<file path="src/rtl/multicycle_control.sv">
// Multicycle RV32I control FSM: sequences fetch, decode, execute, memory
// and write-back, drives datapath strobes and counts retired instructions.
module multicycle_control #(
    parameter int MEM_TIMEOUT = 255
) (
    input  logic        clk,
    input  logic        rst_n,
    input  logic [6:0]  opcode,
    input  logic        mem_ready,
    input  logic        branch_taken,
    output logic [2:0]  state,
    output logic        mem_req,
    output logic        mem_we,
    output logic        mem_addr_sel,
    output logic        ir_we,
    output logic        pc_we,
    output logic        rf_we,
    output logic [1:0]  pc_src,
    output logic [1:0]  wb_sel,
    output logic        alu_a_sel,
    output logic        alu_b_sel,
    output logic        halted,
    output logic [31:0] instret
);

    typedef enum logic [2:0] {
        FETCH   = 3'd0,
        DECODE  = 3'd1,
        EXECUTE = 3'd2,
        MEM     = 3'd3,
        WB      = 3'd4,
        HALT    = 3'd7
    } state_t;

    localparam logic [6:0] OP_R     = 7'b0110011;
    localparam logic [6:0] OP_I     = 7'b0010011;
    localparam logic [6:0] OP_LD    = 7'b0000011;
    localparam logic [6:0] OP_ST    = 7'b0100011;
    localparam logic [6:0] OP_BR    = 7'b1100011;
    localparam logic [6:0] OP_LUI   = 7'b0110111;
    localparam logic [6:0] OP_AUIPC = 7'b0010111;
    localparam logic [6:0] OP_JAL   = 7'b1101111;
    localparam logic [6:0] OP_JALR  = 7'b1100111;

    localparam logic [31:0] TMO = 32'(MEM_TIMEOUT);

    state_t      state_q;
    state_t      state_n;
    logic [31:0] tcnt_q;
    logic [31:0] instret_q;

    logic is_r;
    logic is_i;
    logic is_ld;
    logic is_st;
    logic is_br;
    logic is_lui;
    logic is_auipc;
    logic is_jal;
    logic is_jalr;
    logic legal;
    logic sel_a;
    logic sel_b;
    logic wait_mem;
    logic tmo_hit;

    assign is_r     = (opcode == OP_R);
    assign is_i     = (opcode == OP_I);
    assign is_ld    = (opcode == OP_LD);
    assign is_st    = (opcode == OP_ST);
    assign is_br    = (opcode == OP_BR);
    assign is_lui   = (opcode == OP_LUI);
    assign is_auipc = (opcode == OP_AUIPC);
    assign is_jal   = (opcode == OP_JAL);
    assign is_jalr  = (opcode == OP_JALR);

    assign legal = is_r | is_i | is_ld | is_st | is_br
                 | is_lui | is_auipc | is_jal | is_jalr;

    // ALU operand selects are a pure function of opcode so MEM/WB hold them
    assign sel_a = is_auipc | is_jal | is_br;
    assign sel_b = is_i | is_ld | is_st | is_auipc
                 | is_jal | is_jalr | is_br;

    assign wait_mem = rst_n && !mem_ready
                    && (state_q == FETCH || state_q == MEM);

    assign tmo_hit = (TMO != 32'd0) && wait_mem
                   && (tcnt_q + 32'd1 >= TMO);

    always_comb begin
        state_n      = state_q;
        mem_req      = 1'b0;
        mem_we       = 1'b0;
        mem_addr_sel = 1'b0;
        ir_we        = 1'b0;
        pc_we        = 1'b0;
        rf_we        = 1'b0;
        pc_src       = 2'd0;
        wb_sel       = 2'd0;
        alu_a_sel    = 1'b0;
        alu_b_sel    = 1'b0;
        halted       = 1'b0;
        if (rst_n) begin
            unique case (state_q)
                FETCH: begin
                    mem_req = 1'b1;
                    if (mem_ready) begin
                        ir_we   = 1'b1;
                        state_n = DECODE;
                    end
                end
                DECODE: begin
                    state_n = legal ? EXECUTE : HALT;
                end
                EXECUTE: begin
                    alu_a_sel = sel_a;
                    alu_b_sel = sel_b;
                    unique case (1'b1)
                        is_r, is_i, is_lui,
                        is_auipc, is_jal, is_jalr: state_n = WB;
                        is_ld, is_st: state_n = MEM;
                        is_br: begin
                            pc_we   = 1'b1;
                            pc_src  = branch_taken ? 2'd1 : 2'd0;
                            state_n = FETCH;
                        end
                        default: state_n = HALT;
                    endcase
                end
                MEM: begin
                    alu_a_sel    = sel_a;
                    alu_b_sel    = sel_b;
                    mem_req      = 1'b1;
                    mem_addr_sel = 1'b1;
                    mem_we       = is_st;
                    if (mem_ready) begin
                        if (is_st) begin
                            pc_we   = 1'b1;
                            state_n = FETCH;
                        end else begin
                            state_n = WB;
                        end
                    end
                end
                WB: begin
                    alu_a_sel = sel_a;
                    alu_b_sel = sel_b;
                    rf_we     = 1'b1;
                    pc_we     = 1'b1;
                    state_n   = FETCH;
                    unique case (1'b1)
                        is_ld:          wb_sel = 2'd1;
                        is_jal, is_jalr: wb_sel = 2'd2;
                        is_lui:         wb_sel = 2'd3;
                        default:        wb_sel = 2'd0;
                    endcase
                    if (is_jal) begin
                        pc_src = 2'd1;
                    end else if (is_jalr) begin
                        pc_src = 2'd2;
                    end
                end
                HALT: begin
                    halted = 1'b1;
                end
                default: state_n = HALT;
            endcase
            if (tmo_hit) begin
                state_n = HALT;
            end
        end
    end

    always_ff @(posedge clk or negedge rst_n) begin
        if (!rst_n) begin
            state_q   <= FETCH;
            tcnt_q    <= '0;
            instret_q <= '0;
        end else begin
            state_q <= state_n;
            if (pc_we) begin
                instret_q <= instret_q + 32'd1;
            end
            if (state_n != state_q || mem_ready) begin
                tcnt_q <= '0;
            end else if (wait_mem) begin
                tcnt_q <= tcnt_q + 32'd1;
            end
        end
    end

    assign state   = state_q;
    assign instret = instret_q;

endmodule

</file>
<file path="config.mk">
export PLATFORM = sky130hd
export DESIGN_NAME = multicycle_control
export DESIGN_NICKNAME = d
export VERILOG_FILES = /design/src/rtl/multicycle_control.sv
export SDC_FILE = /design/constraint.sdc
export NUM_CORES = 1
export LEC_CHECK = 0
export ABC_AREA = 1
export CORE_UTILIZATION = 45
export DETAILED_ROUTE_END_ITERATION = 7
export PLACE_DENSITY = 0.73
export SYNTH_ARGS = -nofsm -noshare
export SYNTH_HDL_FRONTEND = slang
export SYNTH_SLANG_ARGS = --single-unit
</file>
<file path="constraint.sdc">
create_clock -name clk -period 2.23 [get_ports clk]
set_clock_uncertainty 0.05 [all_clocks]
set_input_delay 0.3345 -clock clk [delete_from_list [all_inputs] [get_ports clk]]
set_output_delay 0.3345 -clock clk [all_outputs]
set_load 0.02 [all_outputs]
</file>
=== After elaboration in Yosys (flattened, before gate mapping) ===
Index checks and enable logic that the tools add are counted.

* Register bits: 67
* Bits of input ports: 11
* Output and inout port bits: 48
* Logic and storage cells: 91

* $add $sub $neg: 2
* Order comparisons: 1
* Equal/unequal tests: 15
* Mux-type cells: 41
* Bitwise operators: 16
* Reductions and logical operators: 13

{| class="wikitable"
|+ Operators by type and width
! kind !! count
|-
| adder 32 x 1 -> 32 bit, second input constant || 2
|-
| 2-to-1 mux 32 bit || 2
|-
| greater-or-equal comparator 32 x 8 -> 1 bit, second input constant || 1
|-
| 2-to-1 mux 1 bit || 23
|-
| == test 7 x 6 -> 1 bit, second input constant || 3
|-
| == test 7 bit, second input constant || 3
|-
| 2-to-1 mux 3 bit || 6
|-
| one-hot mux 3 bit (6 select lines) || 1
|-
| OR 1 bit || 16
|-
| == test 7 x 5 -> 1 bit, second input constant || 2
|-
| 2-to-1 mux 2 bit || 5
|-
| one-hot mux 3 bit (3 select lines) || 1
|-
| == test 7 x 2 -> 1 bit, second input constant || 1
|-
| == test 3 x 2 -> 1 bit, second input constant || 2
|-
| == test 3 bit, second input constant || 2
|-
| one-hot mux 2 bit (3 select lines) || 1
|-
| OR reduction 2 bit || 3
|-
| OR reduction 6 bit || 1
|-
| one-hot mux 2 bit (2 select lines) || 1
|-
| == test 3 x 1 -> 1 bit, second input constant || 1
|-
| logical AND 1 bit || 3
|-
| zero test 3 bit || 1
|-
| != test 3 bit || 1
|-
| one-hot mux 1 bit (3 select lines) || 1
|-
| other kinds (4) || 5
|}

=== Longest topological paths before layout ===
Gate-level depths: netlist of run 1.

* Word-level depth: 16
* Gate-level depth with buffers: 20
* Depth with buffers taken out: 19

=== Worst setup path after synthesis of run 1 ===
OpenSTA, ideal clock, no wires.

* Path type: register -> register
* Start point: register state_q[1] (netlist: state[1])
* End point: register tcnt_q[12]
* Library setup time: 122 ps
* Arrival: 2431 ps
* Data required time: 2058 ps
* Setup slack: -373 ps
* Stages on the path, launching flop included: 14
* Buffers on the path: 1
* Clock period less this slack: 2603 ps
* Path through: dfrtp_1 nor2_1 inv_1 a211oi_1 nand2_1 inv_1 nand2_2 nand2_1 nand3_1 nand2_1 inv_1 nand2_2 buf_6 nor2_2

* Longest elaborated chain between the ends: 9
* Elaborated cells between the ends (all ways): 18
* Classes of those cells: 6 x eq/ne; 6 x mux; 6 x reduce/logical

{| class="wikitable"
|+ Ends and longest elaborated chain
! element !! line !! source
|-
| from (decl) || 47 || <nowiki>state_t state_q;</nowiki>
|-
| from (signal assigned) || 181 || <nowiki>state_q <= state_n;</nowiki>
|-
| parallel branches: the longest is 9 deep, another holds 2-to-1 mux 32 bit || - ||
|-
| to (signal assigned) || 188 || <nowiki>tcnt_q <= tcnt_q + 32'd1;</nowiki>
|-
| to (decl) || 49 || <nowiki>logic [31:0] tcnt_q;</nowiki>
|}

Parallel ways; which one is timed is not known.
A chain may end at the register's enable or synchronous reset.

=== Worst setup path in the final report of run 1 ===
* Start point: register tcnt_q[0]
* End point: register tcnt_q[16]

* Longest elaborated chain between the ends: 8
* Elaborated cells between the ends (all ways): 10
* Classes of those cells: 1 x add/sub; 1 x order compare; 1 x eq/ne; 4 x mux; 3 x reduce/logical

{| class="wikitable"
|+ Ends and longest elaborated chain
! element !! line !! source
|-
| adder 32 x 1 -> 32 bit (*) || 89, 188 ||
|-
| greater-or-equal comparator 32 x 8 -> 1 bit || 89 || <nowiki>&& (tcnt_q + 32'd1 >= TMO);</nowiki>
|-
| logical AND 1 bit || 89 ||
|-
| 2-to-1 mux 3 bit || 169 || <nowiki>if (tmo_hit) begin</nowiki>
|-
| 2-to-1 mux 3 bit || 104 || <nowiki>if (rst_n) begin</nowiki>
|-
| != test 3 bit || 185 || <nowiki>if (state_n != state_q || mem_ready) begin</nowiki>
|-
| logical OR 1 bit || 185 ||
|-
| 2-to-1 mux 32 bit or nonzero test 2 bit (tied branches) || - ||
|}

Every way passes the cells marked *; elsewhere a longest branch is shown, timed or not. The select of a mux whose other input is x is not followed.

==> flow_summary_export.csv, run 1 <==
group,metric,value,unit
detailed_routing,drc_errors,0,
cells_and_area,fin_area,7080,µm²
cells_and_area,fillCellCount,766,
detailed_routing,via_per_inst,5.19,
floorplanning,pin_count,59,
placement,post-place-ws,-0.732,ns
pwr,ir_worst_vdd,0.309,mV
critical_path,endpoint_kind,"flop",
clocking,cts_sinks,67,
placement,gp_congestion,0.935,
timing,timing.fmax,365,MHz
logic_synthesis,yosys_most_used_dff,"dfrtp_1",
clocking,h-tree-depth,3,
worst_hold_path,hold_class,"in2async",
critical_path,rr_worst_depth,21,
critical_path,crit_type,"reg2reg",
critical_path,critPathLaunchType,"flop",
run_status,failed_checks,"negative setup slack",
detailed_routing,final_antenna_net_count,0,
detailed_routing,routed_wirelength,14600,µm
pwr,p_leak,3.33,nW
logic_synthesis,synth_cell_types,33,
floorplanning,fp.coreArea,9910,µm²
grt,grt_pass1_wl,22700,µm
logic_synthesis,avgSynthCellArea,6.74,µm²
pwr,switching_share,26.5,%
detailed_routing,vias,5286,
detailed_routing,first_iter_violations,238,
floorplanning,row_count,36,
floorplanning,die_h,104,µm
timing,rsz0062_at_grt,"true",
critical_path,crit_required,2.47,ns
timing,report.final.slew_viol_count,0,
logic_synthesis,synth_edf_count,0,
clocking,cts_buffer_depth,2,
logic_synthesis,yosysSeqAreaShare,35.8,%
critical_path,critPathMaxFanout,6,
logic_synthesis,ys_seq_elements,67,
timing,hold_viol,0,
timing,worst_slew_pin_slew,0.563,ns
timing,slew_headroom,62.1,%
run_status,outcome,"finished, violations left",
logic_synthesis,syn_inst,694,
flow_run,maxCapViolCount,0,
logic_synthesis,synthArstFlopShare,100,%
logic_synthesis,yosys_warnings,0,
timing,layout_min_cycle_time,2.74,ns
critical_path,regToRegSetupSlack,-0.51,ns
critical_path,r2r-end,"tcnt_q[16]$_DFFE_PN0P_",
cells_and_area,drive_gt1_share,33.6,%
clocking,clkLatencyLatePin,0.36,ns
pwr,power_frac_comb,6.3,%
floorplanning,die_w,104,µm
pwr,clock_power_share,44.3,%
critical_path,r2r-start,"tcnt_q[0]$_DFFE_PN0P_",
cells_and_area,final_nets,895,
placement,port_buffers,58,
pwr,p_per_area,348,nW/µm²
pwr,sequentialPowerShare,49.4,%
detailed_routing,wl_per_cell,14.3,µm
grt,antenna_found_initial,0,
cells_and_area,n_antenna_cell,0,
clocking,path_clk_slew,0.08,ns
logic_synthesis,syn_nets,708,
pwr,p_int,1.81,mW
cells_and_area,area_growth,51.2,%
grt,grt_usage,25.3,%
clocking,cts_tree,"built",
placement,dp_hpwl,9860,µm
grt,grt_max_degree,45,
pwr,net-switching-power,652,µW
timing,finalWorstSetupSlack,-0.511,ns
clocking,root_buffer,"clkbuf_8",
logic_synthesis,syn_area,4680,µm²
timing,setup_viol,32,
detailed_routing,firstDrtPassIters,5,
timing,final.period_utilization,123,%
floorplanning,start_util,47.2,%
placement,place_area,6250,µm²
critical_path,crit_arrival,2.98,ns
floorplanning,dieArea,10800,µm²
grt,grt-ovfl-total,0,
clocking,cts_made_buffers,9,
grt,grt_pass1_vias,5104,
==> kinds of logic (layout without fill, tap and decap cells) <==
group | after synthesis | in the layout | synth area share (%)
xor+xnor | 36 | 36 | 6.74
flops | 67 | 67 | 35.8
buf+inv | 85 | 277 | 7.30
mux | 1 | 1 | 0.214
simple gates | 444 | 444 | 42.4
fa+ha+maj | 3 | 3 | 0.802
compound gates | 58 | 58 | 6.71
==> state kept, by name, summed over array words and instances (netlist names) <==
| name | cells |
|---|---|
| instret | 32 |
| state | 3 |
| tcnt_q | 32 |
==> stage by stage <==
stage          utilization [%]  TNS [ns]  cells  power (mW)  hold WS, ns
2_1_floorplan                -         0    694        1.28      -0.0111
3_3_place_gp              63.1    -26.57    977        1.37        0.323
3_5_place_dp              63.1    -33.46    977        1.37        0.315
4_1_cts                   66.6     -9.83   1003        2.44        0.113
5_1_grt                   71.4    -19.91   1019        2.55        0.130
6_report                  71.4    -15.58   1019        2.46        0.129
==> layer usage <==
layer	up-vias	global-route usage, %	part of all wire [%]
met5	-	0	0
met4	0	6.63	1.5
met3	20	4.70	5.0
met2	166	45.2	51
met1	2523	31.2	42
li1	2577	-	-
==> power by group through the flow <==
stage / Clock, mW / Sequential, mW / Combinational [mW]
finish: 1.09 / 1.22 / 0.154
detailed placement: 0 / 1.24 / 0.128
floorplan: 0 / 1.24 / 0.0432
global placement: 0 / 1.24 / 0.126
global route: 1.16 / 1.22 / 0.167
CTS: 1.10 / 1.22 / 0.128
==> cells in the final DEF (no fill, tap or decap), types with 21 or more instances in the layout <==
master and n:
nand3_1 35, buf_4 118, nand2_1 195, inv_1 61
dfrtp_1 59, nor2_1 65, nor2_4 30, clkdlybuf4s50_1 37
nand2_2 22, o21ai_0 42, xor2_1 21, nor2_2 37
==> synthesized netlist by cell type, types with 5 or more instances <==
library cell / number / share of area (%)
a21oi_1: 5 / 0.53
clkbuf_1: 8 / 0.64
dfrtp_1: 67 / 36
inv_1: 73 / 5.9
nand2_1: 217 / 17
nand2_2: 7 / 0.94
nand3_1: 42 / 4.5
nand3b_1: 7 / 1.1
nand4_1: 15 / 2.0
nor2_1: 94 / 7.5
nor2_2: 35 / 4.7
nor3_1: 13 / 1.4
o21ai_0: 43 / 4.6
xnor2_1: 15 / 2.8
xor2_1: 21 / 3.9
==> area by class of cell <==
cell class,instances,area (µm²),area share (%)
Clock buffer,9,124,1.75
Clock inverter,7,83.8,1.18
Inverter,74,283,4.00
Multi-Input combinational cell,542,3120,44.2
Sequential cell,67,1690,23.8
Tap cell,133,166,2.35
Timing Repair Buffer,187,1610,22.7
==> critical path, cell delays in order, from the launching register on <==
cell       delay (ns)
dfrtp_1          0.44
inv_2            0.10
nor2_8           0.17
buf_6            0.12
nand3_4          0.08
nor2_4           0.12
nand2_1          0.06
nand2_1          0.09
nand2_1          0.06
nor2_2           0.17
nand2_1          0.08
nor2_1           0.13
nand3_2          0.12
nand2_4          0.13
buf_6            0.11
nand2_1          0.05
nand3_1          0.08
nand2_1          0.06
inv_2            0.09
nand2_8          0.10
clkbuf_16        0.19
nor2_4           0.08
==> worst max-delay path by stage <==
stage	from	to
global placement	opcode[1]	instret[23]$_DFFE_PN0P_
finish	tcnt_q[0]$_DFFE_PN0P_	tcnt_q[16]$_DFFE_PN0P_
detailed placement	opcode[1]	instret[30]$_DFFE_PN0P_
floorplan	opcode[1]	instret[23]$_DFFE_PN0P_
CTS	tcnt_q[8]$_DFFE_PN0P_	tcnt_q[25]$_DFFE_PN0P_
global route	tcnt_q[0]$_DFFE_PN0P_	tcnt_q[16]$_DFFE_PN0P_
==> repair_timing <==
item,4_1_cts,5_1_grt
gates cloned,0,3
pin swaps,8,34
buffers inserted,9,13
setup endpoints to repair,63,54
hold buffers,1,0
endpoints found under the hold margin,9,0
gates resized for setup,67,100
(Power assumes the default switching activity.)
==> inputs of run 2 (changes only) <==
- RECOVER_POWER: default -> 50
==> flow_summary_export.csv, run 2 (synthesized netlist as in run 1, its figures left out) <==
group,metric,value,unit
run_status,outcome,"finished, violations left",
run_status,failed_checks,"negative setup slack",
critical_path,cp-startpoint,"tcnt_q[0]$_DFFE_PN0P_",
cells_and_area,utilization,71.4,%
clocking,cts_buffer_depth,2,
detailed_routing,final_antenna_net_count,0,
timing,final.period_utilization,123,%
timing,finalWorstSetupSlack,-0.511,ns
critical_path,critPathMaxFanout,6,
timing,hold_viol,0,
floorplanning,pin_count,59,
critical_path,critPathLaunchType,"flop",
placement,port_buffers,58,
clocking,h-tree-depth,3,
cells_and_area,drive_gt1_share,33.5,%
grt,grt_pass1_vias,5104,
placement,gp_congestion,0.935,
critical_path,endpoint_kind,"flop",
clocking,path_clk_slew,0.08,ns
placement,post-place-ws,-0.732,ns
cells_and_area,final_common_cell,"nand2_1",
cells_and_area,mostFrequentLayoutCells,"nand2_1, buf_4, nor2_1",
detailed_routing,via_per_inst,5.19,
floorplanning,die_w,104,µm
clocking,clkLatencyLatePin,0.36,ns
floorplanning,fp.coreArea,9910,µm²
grt,grt_pass1_wl,22700,µm
clocking,cts_sinks,67,
grt,antenna_found_initial,0,
timing,rsz0062_at_grt,"true",
timing,layout_min_cycle_time,2.74,ns
critical_path,r2r-start,"tcnt_q[0]$_DFFE_PN0P_",
detailed_routing,routed_wirelength,14600,µm
cells_and_area,final_cells,1019,
clocking,root_buffer,"clkbuf_8",
timing,fin_setup_tns,-15.58,ns
detailed_routing,firstDrtPassIters,5,
timing,slew_headroom,26.1,%
timing,report.final.slew_viol_count,0,
timing,timing.fmax,365,MHz
detailed_routing,first_iter_violations,238,
floorplanning,row_count,36,
clocking,cts_tree,"built",
critical_path,crit_arrival,2.98,ns
worst_hold_path,hold_class,"in2async",
timing,setup_viol,32,
pwr,p_per_area,348,nW/µm²
floorplanning,die_h,104,µm
detailed_routing,drc_errors,0,
pwr,finalPower,2.46,mW
cells_and_area,fillCellCount,763,
detailed_routing,vias,5288,
critical_path,crit_required,2.47,ns
floorplanning,dieArea,10800,µm²
placement,placed_cells,977,
pwr,p_leak,3.32,nW
critical_path,crit_type,"reg2reg",
flow_run,maxCapViolCount,0,
placement,dp_hpwl,9860,µm
timing,worst_slew_pin_slew,1.11,ns
detailed_routing,wl_per_cell,14.3,µm
cells_and_area,n_antenna_cell,0,
grt,grt-ovfl-total,0,
floorplanning,start_util,47.2,%
cells_and_area,final_nets,895,
pwr,ir_worst_vdd,0.309,mV
grt,grt_usage,25.3,%
grt,grt_max_degree,45,
clocking,cts_made_buffers,9,
cells_and_area,area_growth,51.2,%
## run 2: changes by cell type in the layout (fill, tap and decap cells not counted), sizes merged
| cell | delta |
|---|---|
| buf | -2 |
| clkbuf | +2 |
## run 2: what timing repair did
item	in CTS	in global routing
pin swaps	8	34
hold buffers	1	0
resized for setup	67	100
setup endpoints to repair	63	54
setup buffers	9	13
endpoints found under the hold margin	9	0
gates cloned	0	3
## run 2: stage by stage
stage	area [µm²]	hold slack, ns
2_1_floorplan	4780	-0.0111
3_3_place_gp	6250	0.323
3_5_place_dp	6250	0.315
4_1_cts	6600	0.113
5_1_grt	7070	0.226
6_report	7070	0.225
## run 2: critical path, stage by stage, from the launching register on
cell	delay (ns)
dfrtp_1	0.44
inv_2	0.10
nor2_8	0.17
buf_6	0.12
nand3_4	0.08
nor2_4	0.12
nand2_1	0.06
nand2_1	0.09
nand2_1	0.06
nor2_2	0.17
nand2_1	0.08
nor2_1	0.13
nand3_2	0.12
nand2_4	0.13
buf_6	0.11
nand2_1	0.05
nand3_1	0.08
nand2_1	0.06
inv_2	0.09
nand2_8	0.10
clkbuf_16	0.19
nor2_4	0.08
## run 2: worst paths after layout
kind	end	slack, ns	cells past startpoint
worst max-delay path	tcnt_q[16]$_DFFE_PN0P_	-0.51	21
worst min-delay path	tcnt_q[21]$_DFFE_PN0P_	0.23	3
worst max register to register	tcnt_q[16]$_DFFE_PN0P_	-0.51	21
worst min register to register	instret[14]$_DFFE_PN0P_	0.48	1
max in group asynchronous	tcnt_q[1]$_DFFE_PN0P_	0.79	3
min in group clk	instret[14]$_DFFE_PN0P_	0.48	1
## run 2: layout make-up
cell class / count / area [µm²] / area share [%]
Clock buffer: 9 / 124 / 1.75
Inverter: 74 / 283 / 4.00
Multi-Input combinational cell: 542 / 3120 / 44.2
Sequential cell: 67 / 1690 / 23.9
Timing Repair Buffer: 187 / 1600 / 22.7
Clock inverter: 7 / 83.8 / 1.19
Tap cell: 133 / 166 / 2.35
## run 2: layer usage
layer  GRT usage (%)  wire (µm)
met1            31.2       6130
met3            4.70        729
met2            45.2       7490
met5               0          0
met4            6.63        214
## run 2: where the power goes
group	total, mW	internal [mW]	switching [mW]
Clock	1.09	0.536	0.556
Combinational	0.153	0.0580	0.0952
Sequential	1.22	1.21	0.00160
==> inputs of run 3 (changes only) <==
- CTS_CLUSTER_SIZE: default -> 30
==> results of run 3 <==
Same layout as run 2: the final DEF is identical, and so are final timing and power.
